===== src/rtl/mem_arbiter_if.sv =====
// mem_arbiter_if: requester, memory and status signals of the two-port memory arbiter.
// Handshake: a requester raises i_req / d_rd / d_wr with a stable address (and
// write data) and holds it until the matching *_done pulse; the memory side
// completes an access in the cycle mem_done=1, and mem_stall=1 means "try again
// next cycle with the same request still driven".
// The slave modport is the arbiter's view; master is the environment's view.
interface mem_arbiter_if #(
    parameter int ADDR_W = 16,
    parameter int DATA_W = 32
);
    logic              i_req;
    logic [ADDR_W-1:0] i_addr;
    logic [DATA_W-1:0] i_data_out;
    logic              i_done;
    logic              i_err;
    logic              d_rd;
    logic              d_wr;
    logic [ADDR_W-1:0] d_addr;
    logic [DATA_W-1:0] d_data_in;
    logic [DATA_W-1:0] d_data_out;
    logic              d_done;
    logic              d_err;
    logic              mem_rd;
    logic              mem_wr;
    logic [ADDR_W-1:0] mem_addr;
    logic [DATA_W-1:0] mem_data_in;
    logic [DATA_W-1:0] mem_data_out;
    logic              mem_done;
    logic              mem_stall;
    logic              mem_err;
    logic              busy;
    logic              proto_err;
    logic [31:0]       perf_stall;
    logic [31:0]       perf_igrant;
    logic [31:0]       perf_dgrant;

    modport slave (
        input  i_req, i_addr, d_rd, d_wr, d_addr, d_data_in,
        input  mem_data_out, mem_done, mem_stall, mem_err,
        output i_data_out, i_done, i_err, d_data_out, d_done, d_err,
        output mem_rd, mem_wr, mem_addr, mem_data_in,
        output busy, proto_err, perf_stall, perf_igrant, perf_dgrant
    );

    modport master (
        output i_req, i_addr, d_rd, d_wr, d_addr, d_data_in,
        output mem_data_out, mem_done, mem_stall, mem_err,
        input  i_data_out, i_done, i_err, d_data_out, d_done, d_err,
        input  mem_rd, mem_wr, mem_addr, mem_data_in,
        input  busy, proto_err, perf_stall, perf_igrant, perf_dgrant
    );
endinterface


===== src/rtl/mem_arbiter.sv =====
// mem_arbiter: fetch/data arbiter in front of one stalling unified memory.
// Data wins by default; a fetch that has watched MAX_WAIT data completions
// wins the next free arbitration. A stalled access locks the grant until done.
// Optional build macro MEM_ARB_PERF_EN adds stall/grant performance counters.
module mem_arbiter #(
    parameter int ADDR_W   = 16,
    parameter int DATA_W   = 32,
    parameter int MAX_WAIT = 4
) (
    input  logic          clk,
    input  logic          rst_n,
    mem_arbiter_if.slave  bus
);
    typedef enum logic [1:0] {LOCK_NONE, LOCK_I, LOCK_D} lock_t;

    lock_t      lock, lock_next, sel;
    logic [2:0] wait_cnt;
    logic       proto_q;
    logic       d_req, active, issue, starve, drop;
    logic       i_done, d_done;

    assign d_req  = bus.d_rd | bus.d_wr;
    assign starve = (wait_cnt >= 3'(MAX_WAIT));

    // Pick the requester served this cycle: the locked one, else arbitrate.
    always_comb begin
        sel = LOCK_NONE;
        if (lock == LOCK_NONE) begin
            if (d_req && !(bus.i_req && starve)) sel = LOCK_D;
            else if (bus.i_req)                  sel = LOCK_I;
        end else begin
            sel = lock;
        end
    end

    // An access is on the bus only while the selected requester still asks;
    // reset kills the strobes immediately, independent of the clock.
    assign active = ((sel == LOCK_I) && bus.i_req) || ((sel == LOCK_D) && d_req);
    assign issue  = active && rst_n;
    assign drop   = (lock != LOCK_NONE) && !active;

    // Drive the memory port from the selected requester; rd+wr together is a write.
    always_comb begin
        bus.mem_rd      = 1'b0;
        bus.mem_wr      = 1'b0;
        bus.mem_addr    = '0;
        bus.mem_data_in = '0;
        if (issue && sel == LOCK_I) begin
            bus.mem_rd   = 1'b1;
            bus.mem_addr = bus.i_addr;
        end else if (issue && sel == LOCK_D) begin
            bus.mem_rd      = bus.d_rd & ~bus.d_wr;
            bus.mem_wr      = bus.d_wr;
            bus.mem_addr    = bus.d_addr;
            bus.mem_data_in = bus.d_data_in;
        end
    end

    assign i_done         = issue && (sel == LOCK_I) && bus.mem_done;
    assign d_done         = issue && (sel == LOCK_D) && bus.mem_done;
    assign bus.i_done     = i_done;
    assign bus.d_done     = d_done;
    assign bus.i_err      = i_done & bus.mem_err;
    assign bus.d_err      = d_done & bus.mem_err;
    assign bus.i_data_out = i_done ? bus.mem_data_out : '0;
    assign bus.d_data_out = d_done ? bus.mem_data_out : '0;
    assign bus.busy       = (lock != LOCK_NONE);
    assign bus.proto_err  = proto_q;

    // Next lock: completion frees, stall holds the current winner, a dropped
    // request abandons the lock without a done.
    always_comb begin
        lock_next = lock;
        if (issue && bus.mem_done)       lock_next = LOCK_NONE;
        else if (issue && bus.mem_stall) lock_next = sel;
        else if (!active)                lock_next = LOCK_NONE;
    end

    // Lock register.
    always_ff @(posedge clk or negedge rst_n) begin
        if (!rst_n) lock <= LOCK_NONE;
        else        lock <= lock_next;
    end

    // Starvation counter: data completions seen by a waiting fetch.
    always_ff @(posedge clk or negedge rst_n) begin
        if (!rst_n)                                   wait_cnt <= 3'd0;
        else if (i_done)                              wait_cnt <= 3'd0;
        else if (d_done && bus.i_req && wait_cnt != 3'd7) wait_cnt <= wait_cnt + 3'd1;
    end

    // Sticky protocol-violation flag.
    always_ff @(posedge clk or negedge rst_n) begin
        if (!rst_n)                                 proto_q <= 1'b0;
        else if ((bus.d_rd && bus.d_wr) || drop)    proto_q <= 1'b1;
    end

`ifdef MEM_ARB_PERF_EN
    logic [31:0] perf_stall_q, perf_igrant_q, perf_dgrant_q;

    // Wrapping stall / completion counters.
    always_ff @(posedge clk or negedge rst_n) begin
        if (!rst_n) begin
            perf_stall_q  <= 32'd0;
            perf_igrant_q <= 32'd0;
            perf_dgrant_q <= 32'd0;
        end else begin
            if (bus.mem_stall) perf_stall_q  <= perf_stall_q + 32'd1;
            if (i_done)        perf_igrant_q <= perf_igrant_q + 32'd1;
            if (d_done)        perf_dgrant_q <= perf_dgrant_q + 32'd1;
        end
    end

    assign bus.perf_stall  = perf_stall_q;
    assign bus.perf_igrant = perf_igrant_q;
    assign bus.perf_dgrant = perf_dgrant_q;
`else
    assign bus.perf_stall  = 32'd0;
    assign bus.perf_igrant = 32'd0;
    assign bus.perf_dgrant = 32'd0;
`endif
endmodule


===== src/flat_wrapper.sv =====
// flat-port wrapper written by rule: the top's interface ports become plain ports
module mem_arbiter_flat 
#(
    parameter int ADDR_W   = 16,
    parameter int DATA_W   = 32,
    parameter int MAX_WAIT = 4
)
  (clk, rst_n, bus_i_req, bus_i_addr, bus_d_rd, bus_d_wr, bus_d_addr, bus_d_data_in, bus_mem_data_out, bus_mem_done, bus_mem_stall, bus_mem_err, bus_i_data_out, bus_i_done, bus_i_err, bus_d_data_out, bus_d_done, bus_d_err, bus_mem_rd, bus_mem_wr, bus_mem_addr, bus_mem_data_in, bus_busy, bus_proto_err, bus_perf_stall, bus_perf_igrant, bus_perf_dgrant);
  mem_arbiter_if #(.ADDR_W(ADDR_W), .DATA_W(DATA_W)) bus_i ();
  input  logic clk;
  input  logic rst_n;
  input wire logic [$bits(bus_i.i_req)-1:0] bus_i_req;
  input wire logic [$bits(bus_i.i_addr)-1:0] bus_i_addr;
  input wire logic [$bits(bus_i.d_rd)-1:0] bus_d_rd;
  input wire logic [$bits(bus_i.d_wr)-1:0] bus_d_wr;
  input wire logic [$bits(bus_i.d_addr)-1:0] bus_d_addr;
  input wire logic [$bits(bus_i.d_data_in)-1:0] bus_d_data_in;
  input wire logic [$bits(bus_i.mem_data_out)-1:0] bus_mem_data_out;
  input wire logic [$bits(bus_i.mem_done)-1:0] bus_mem_done;
  input wire logic [$bits(bus_i.mem_stall)-1:0] bus_mem_stall;
  input wire logic [$bits(bus_i.mem_err)-1:0] bus_mem_err;
  output wire logic [$bits(bus_i.i_data_out)-1:0] bus_i_data_out;
  output wire logic [$bits(bus_i.i_done)-1:0] bus_i_done;
  output wire logic [$bits(bus_i.i_err)-1:0] bus_i_err;
  output wire logic [$bits(bus_i.d_data_out)-1:0] bus_d_data_out;
  output wire logic [$bits(bus_i.d_done)-1:0] bus_d_done;
  output wire logic [$bits(bus_i.d_err)-1:0] bus_d_err;
  output wire logic [$bits(bus_i.mem_rd)-1:0] bus_mem_rd;
  output wire logic [$bits(bus_i.mem_wr)-1:0] bus_mem_wr;
  output wire logic [$bits(bus_i.mem_addr)-1:0] bus_mem_addr;
  output wire logic [$bits(bus_i.mem_data_in)-1:0] bus_mem_data_in;
  output wire logic [$bits(bus_i.busy)-1:0] bus_busy;
  output wire logic [$bits(bus_i.proto_err)-1:0] bus_proto_err;
  output wire logic [$bits(bus_i.perf_stall)-1:0] bus_perf_stall;
  output wire logic [$bits(bus_i.perf_igrant)-1:0] bus_perf_igrant;
  output wire logic [$bits(bus_i.perf_dgrant)-1:0] bus_perf_dgrant;
  assign bus_i.i_req = bus_i_req;
  assign bus_i.i_addr = bus_i_addr;
  assign bus_i.d_rd = bus_d_rd;
  assign bus_i.d_wr = bus_d_wr;
  assign bus_i.d_addr = bus_d_addr;
  assign bus_i.d_data_in = bus_d_data_in;
  assign bus_i.mem_data_out = bus_mem_data_out;
  assign bus_i.mem_done = bus_mem_done;
  assign bus_i.mem_stall = bus_mem_stall;
  assign bus_i.mem_err = bus_mem_err;
  assign bus_i_data_out = bus_i.i_data_out;
  assign bus_i_done = bus_i.i_done;
  assign bus_i_err = bus_i.i_err;
  assign bus_d_data_out = bus_i.d_data_out;
  assign bus_d_done = bus_i.d_done;
  assign bus_d_err = bus_i.d_err;
  assign bus_mem_rd = bus_i.mem_rd;
  assign bus_mem_wr = bus_i.mem_wr;
  assign bus_mem_addr = bus_i.mem_addr;
  assign bus_mem_data_in = bus_i.mem_data_in;
  assign bus_busy = bus_i.busy;
  assign bus_proto_err = bus_i.proto_err;
  assign bus_perf_stall = bus_i.perf_stall;
  assign bus_perf_igrant = bus_i.perf_igrant;
  assign bus_perf_dgrant = bus_i.perf_dgrant;
  mem_arbiter #(.ADDR_W(ADDR_W), .DATA_W(DATA_W), .MAX_WAIT(MAX_WAIT)) u_core (.clk(clk), .rst_n(rst_n), .bus(bus_i));
endmodule

===== config.mk =====
export PLATFORM = sky130hd
export DESIGN_NAME = mem_arbiter_flat
export DESIGN_NICKNAME = d
export VERILOG_FILES = /design/src/rtl/mem_arbiter_if.sv /design/src/rtl/mem_arbiter.sv /design/src/flat_wrapper.sv
export SDC_FILE = /design/constraint.sdc
export NUM_CORES = 1
export LEC_CHECK = 0
export CAP_MARGIN = 20
export CORE_AREA = 2 2 123 125
export CTS_CLUSTER_DIAMETER = 100
export DETAILED_ROUTE_END_ITERATION = 16
export DIE_AREA = 0 0 125 127
export GPL_ROUTABILITY_DRIVEN = 0
export PLACE_DENSITY_LB_ADDON = 0.15
export SLEW_MARGIN = 20
export SYNTH_ARGS = -nofsm -noshare
export SYNTH_HDL_FRONTEND = slang
export SYNTH_SLANG_ARGS = --single-unit
export TNS_END_PERCENT = 30

===== constraint.sdc =====
create_clock -name clk -period 1.9 [get_ports clk]
set_input_delay 0.475 -clock clk [delete_from_list [all_inputs] [get_ports clk]]
set_output_delay 0.475 -clock clk [all_outputs]
set_load 0.01 [all_outputs]

==> out/results.tsv <==
stage	metric	value	unit
run_status	failing_checks	negative setup slack	
min_path	worst_hold_path_type	in -> async	
route	antenna_left	0	
critical_path	path_delay_family	buffers and inverters	
grt	antenna_violations_before_repair	0	
route	initialDrtViolationCount	104	
final_layout	most-common-layout-cells	clkdlybuf4s50_1, conb_1, buf_2	
clock_tree	root_buffer	clkbuf_16	
critical_path	worstReg2RegEnd	u_core.wait_cnt[0]	
power_and_ir_drop	share_comb_of_total_power	78.7	%
route	routed_wire_length_per_instance	14.0	um
route	dr.pass1.iters	4	
power_and_ir_drop	power.clock.fraction	13.2	%
power_and_ir_drop	power.density_cell_area	544	mW/mm^2
power_and_ir_drop	power.switching_fraction	39.6	%
critical_path	r2r_setup_slack	290	ps
clock_tree	tritoncts	built	
clock_tree	tritoncts.num_buffers	3	
die	fp.coreArea	0.0144	mm^2
sta	postLayoutSetupSlackWorst	-212	ps
route	topRoutingLayerUsed	met4	
yosys	seq_area_frac_synth	7.29	%
yosys	synth_edf_count	0	
yosys	postSynthCellCount	324	
yosys	netlist-cell-type-count	32	
power_and_ir_drop	power.sequential.fraction	8.1	%
sta	drv_slew	0	
critical_path	worst_case_reg_to_reg_path_depth	6	
route	routed_via_density	3.73	
critical_path	worstSetupStartpointType	flop	
place	detailed_place_hpwl	7.96	mm
yosys	post-synth-top-area-fraction	35.7	%
critical_path	cp-end-kind	output pin	
yosys	post_synth.cell_area_avg	6.36	um^2
run_status	run_status	complete, but fails checks	
critical_path	worstPathCellList	o21ba_4 -> o21ai_4 -> buf_12 -> clkbuf_16 -> nor2_1 -> clkdlybuf4s15_2	
route	detailroute.wirelength.met3	859	um
sta	fmax	0.473	GHz
route	detailroute.wirelength.met2	5.74	mm
yosys	synth-async-reset-ratio	100	%
power_and_ir_drop	max-vdd-ir-drop	0.313	mV
route	drcViolationCount	0	
sta	timing.final.crit_share	111	%
die	start_util	14.3	%
yosys	post_synth_main_area_contributors	buf_4, nor2_1, and3_1	
clock_tree	cts_buffer_depth	2	
die	die-width	125	um
final_layout	final_common_cell	clkdlybuf4s50_1	
grt	first_pass_grt_wire_length	15.4	mm
final_layout	nets	688	
job	max_cap_violations	0	
critical_path	crit_arrival	1640	ps
grt	first_global_vias	2876	
yosys	synth_area	0.00206	mm^2
place	placedInstanceArea	0.00432	mm^2
clock_tree	cts.sinks	6	
power_and_ir_drop	report.power.total	2.54	mW
grt	grt_max_degree	36	
critical_path	path_buf_inv	3	
critical_path	worst-endpoint-required	1420	ps
final_layout	postLayoutCellArea	0.00467	mm^2
power_and_ir_drop	netSwitchingPower	1.01	mW
clock_tree	clk_pin_slew_worst_setup_hold_paths	30	ps
yosys	synth_area_leader_cell	buf_4	
final_layout	stdcell_count	764	
die	io-pin-count	320	
final_layout	fraction_of_layout_cells_with_a_size_suffix_above_1	43.1	%
critical_path	worstReg2RegStart	u_core.lock[0]	
place	port_buffers	223	
critical_path	critical_path.max_stage_delay	390	ps
critical_path	crit_fanout	17	
power_and_ir_drop	static-leakage-power	2.35	nW
clock_tree	htree_levels	1	
sta	setup_violations	117	
grt	grt_util_all_layers	11.8	%
sta	clock-skew-final	1.77	ps
sta	finalCriticalPeriod	2110	ps
die	die_h	127	um
yosys	synth.ff_latch_count	6	
power_and_ir_drop	internal_power	1.54	mW
clock_tree	clock_latency	220	ps
place	dp_cells	735	
place	dp_worst_setup_slack	-975	ps
route	wl_met1	4.09	mm
critical_path	cp_slowest_cell	dfrtp_1	
sta	rsz0062_at_grt	true	
route	totalWireLength	10.7	mm
route	vias	2847	
die	design.die.area	0.0159	mm^2
final_layout	syn2layout_area_growth	127	%
yosys	yosys_warnings	0	
sta	hold_viol	0	
yosys	dominantRegCellSynth	dfrtp_1	
final_layout	n_antenna_cell	0	
critical_path	setup.worst_path.class	reg -> out	
grt	grt_overflow	0	
die	rows	44	
-- worst register-to-register path, cell delays in order (launching register included) --
cell and delay (ps):
dfrtp_1 390, o21ba_4 270, buf_4 110, buf_4 100, o2111ai_2 130, a21o_1 230
mux2_4 260
-- cells in the mapped netlist (2+ instances only) --
| library cell | count |
|---|---|
| a22oi_1 | 16 |
| buf_6 | 2 |
| buf_4 | 98 |
| clkbuf_1 | 7 |
| nor2b_1 | 16 |
| nor3_1 | 2 |
| o21ai_2 | 2 |
| buf_2 | 11 |
| a22o_2 | 2 |
| ha_1 | 2 |
| and3_1 | 32 |
| inv_1 | 2 |
| dfrtp_1 | 6 |
| a31oi_1 | 2 |
| nor2_1 | 70 |
| nand2_1 | 38 |
-- through the flow --
stage / setup TNS (ps) / utilization, % / hold slack, ps
2_1_floorplan: 0 / - / 179
6_report: -12920 / 32.4 / 421
3_3_place_gp: -100090 / 29.9 / 491
4_1_cts: -18550 / 32.5 / 417
3_5_place_dp: -100810 / 29.9 / 499
5_1_grt: -21380 / 32.4 / 438
-- registers in the layout, indices dropped and copies added, names as in the netlist --
signal and flops:
u_core.wait_cnt 3, u_core.bus.proto_err 1, u_core.lock 2
-- final cells by class --
class	instances	area, um^2
inverter	2	7.51
sequential	6	151
tap	184	230
multi-input combinational	293	1720
clock buffer	3	75.1
timing repair buffer	276	2490
fill	1585	9750
-- kinds of logic (layout without fill, tap and decap cells) --
group,count (synthesis),count (layout),synth area share (%)
compound gates,30,30,12.7
other cells,1,96,0.182
mux,1,1,0.728
fa+ha+maj,2,2,1.21
simple gates,164,164,36.8
buf+inv,120,281,41.1
flops,6,6,7.29
-- power by group through the flow --
| stage | clock network (mW) | registers (mW) | logic (mW) |
|---|---|---|---|
| final | 0.336 | 0.207 | 2.00 |
| after global routing | 0.351 | 0.213 | 2.14 |
| after CTS | 0.342 | 0.207 | 1.95 |
| after detailed placement | 0 | 0.200 | 1.53 |
| after global placement | 0 | 0.197 | 1.52 |
| after floorplan | 0 | 0.196 | 0.825 |
-- layer usage --
metal,track usage [%],vias up
li1,-,1376
met3,3.43,4
met1,13.4,1296
met2,23.0,171
met4,0.458,0
met5,0,-
-- worst max-delay path by stage --
stage,startpoint,endpoint,slack [ps],depth (start not counted)
floorplan,bus_d_wr,bus_mem_addr[10],70,5
CTS,u_core.lock[0],bus_mem_addr[0],-260,8
detailed placement,bus_i_req,bus_mem_addr[0],-980,7
global route,u_core.lock[0],bus_mem_addr[0],-280,8
finish,u_core.lock[0],bus_d_data_out[22],-210,6
global placement,bus_i_req,bus_mem_addr[0],-940,7
-- what timing repair did --
item / in CTS / in global routing
setup buffers: 13 / 7
gates cloned: 8 / 2
setup endpoints to repair: 120 / 118
hold endpoints to repair: 0 / 0
resized for setup: 515 / 95
pin swaps: 23 / 3
hold buffers: 0 / 0
(Power assumes the default switching activity.)
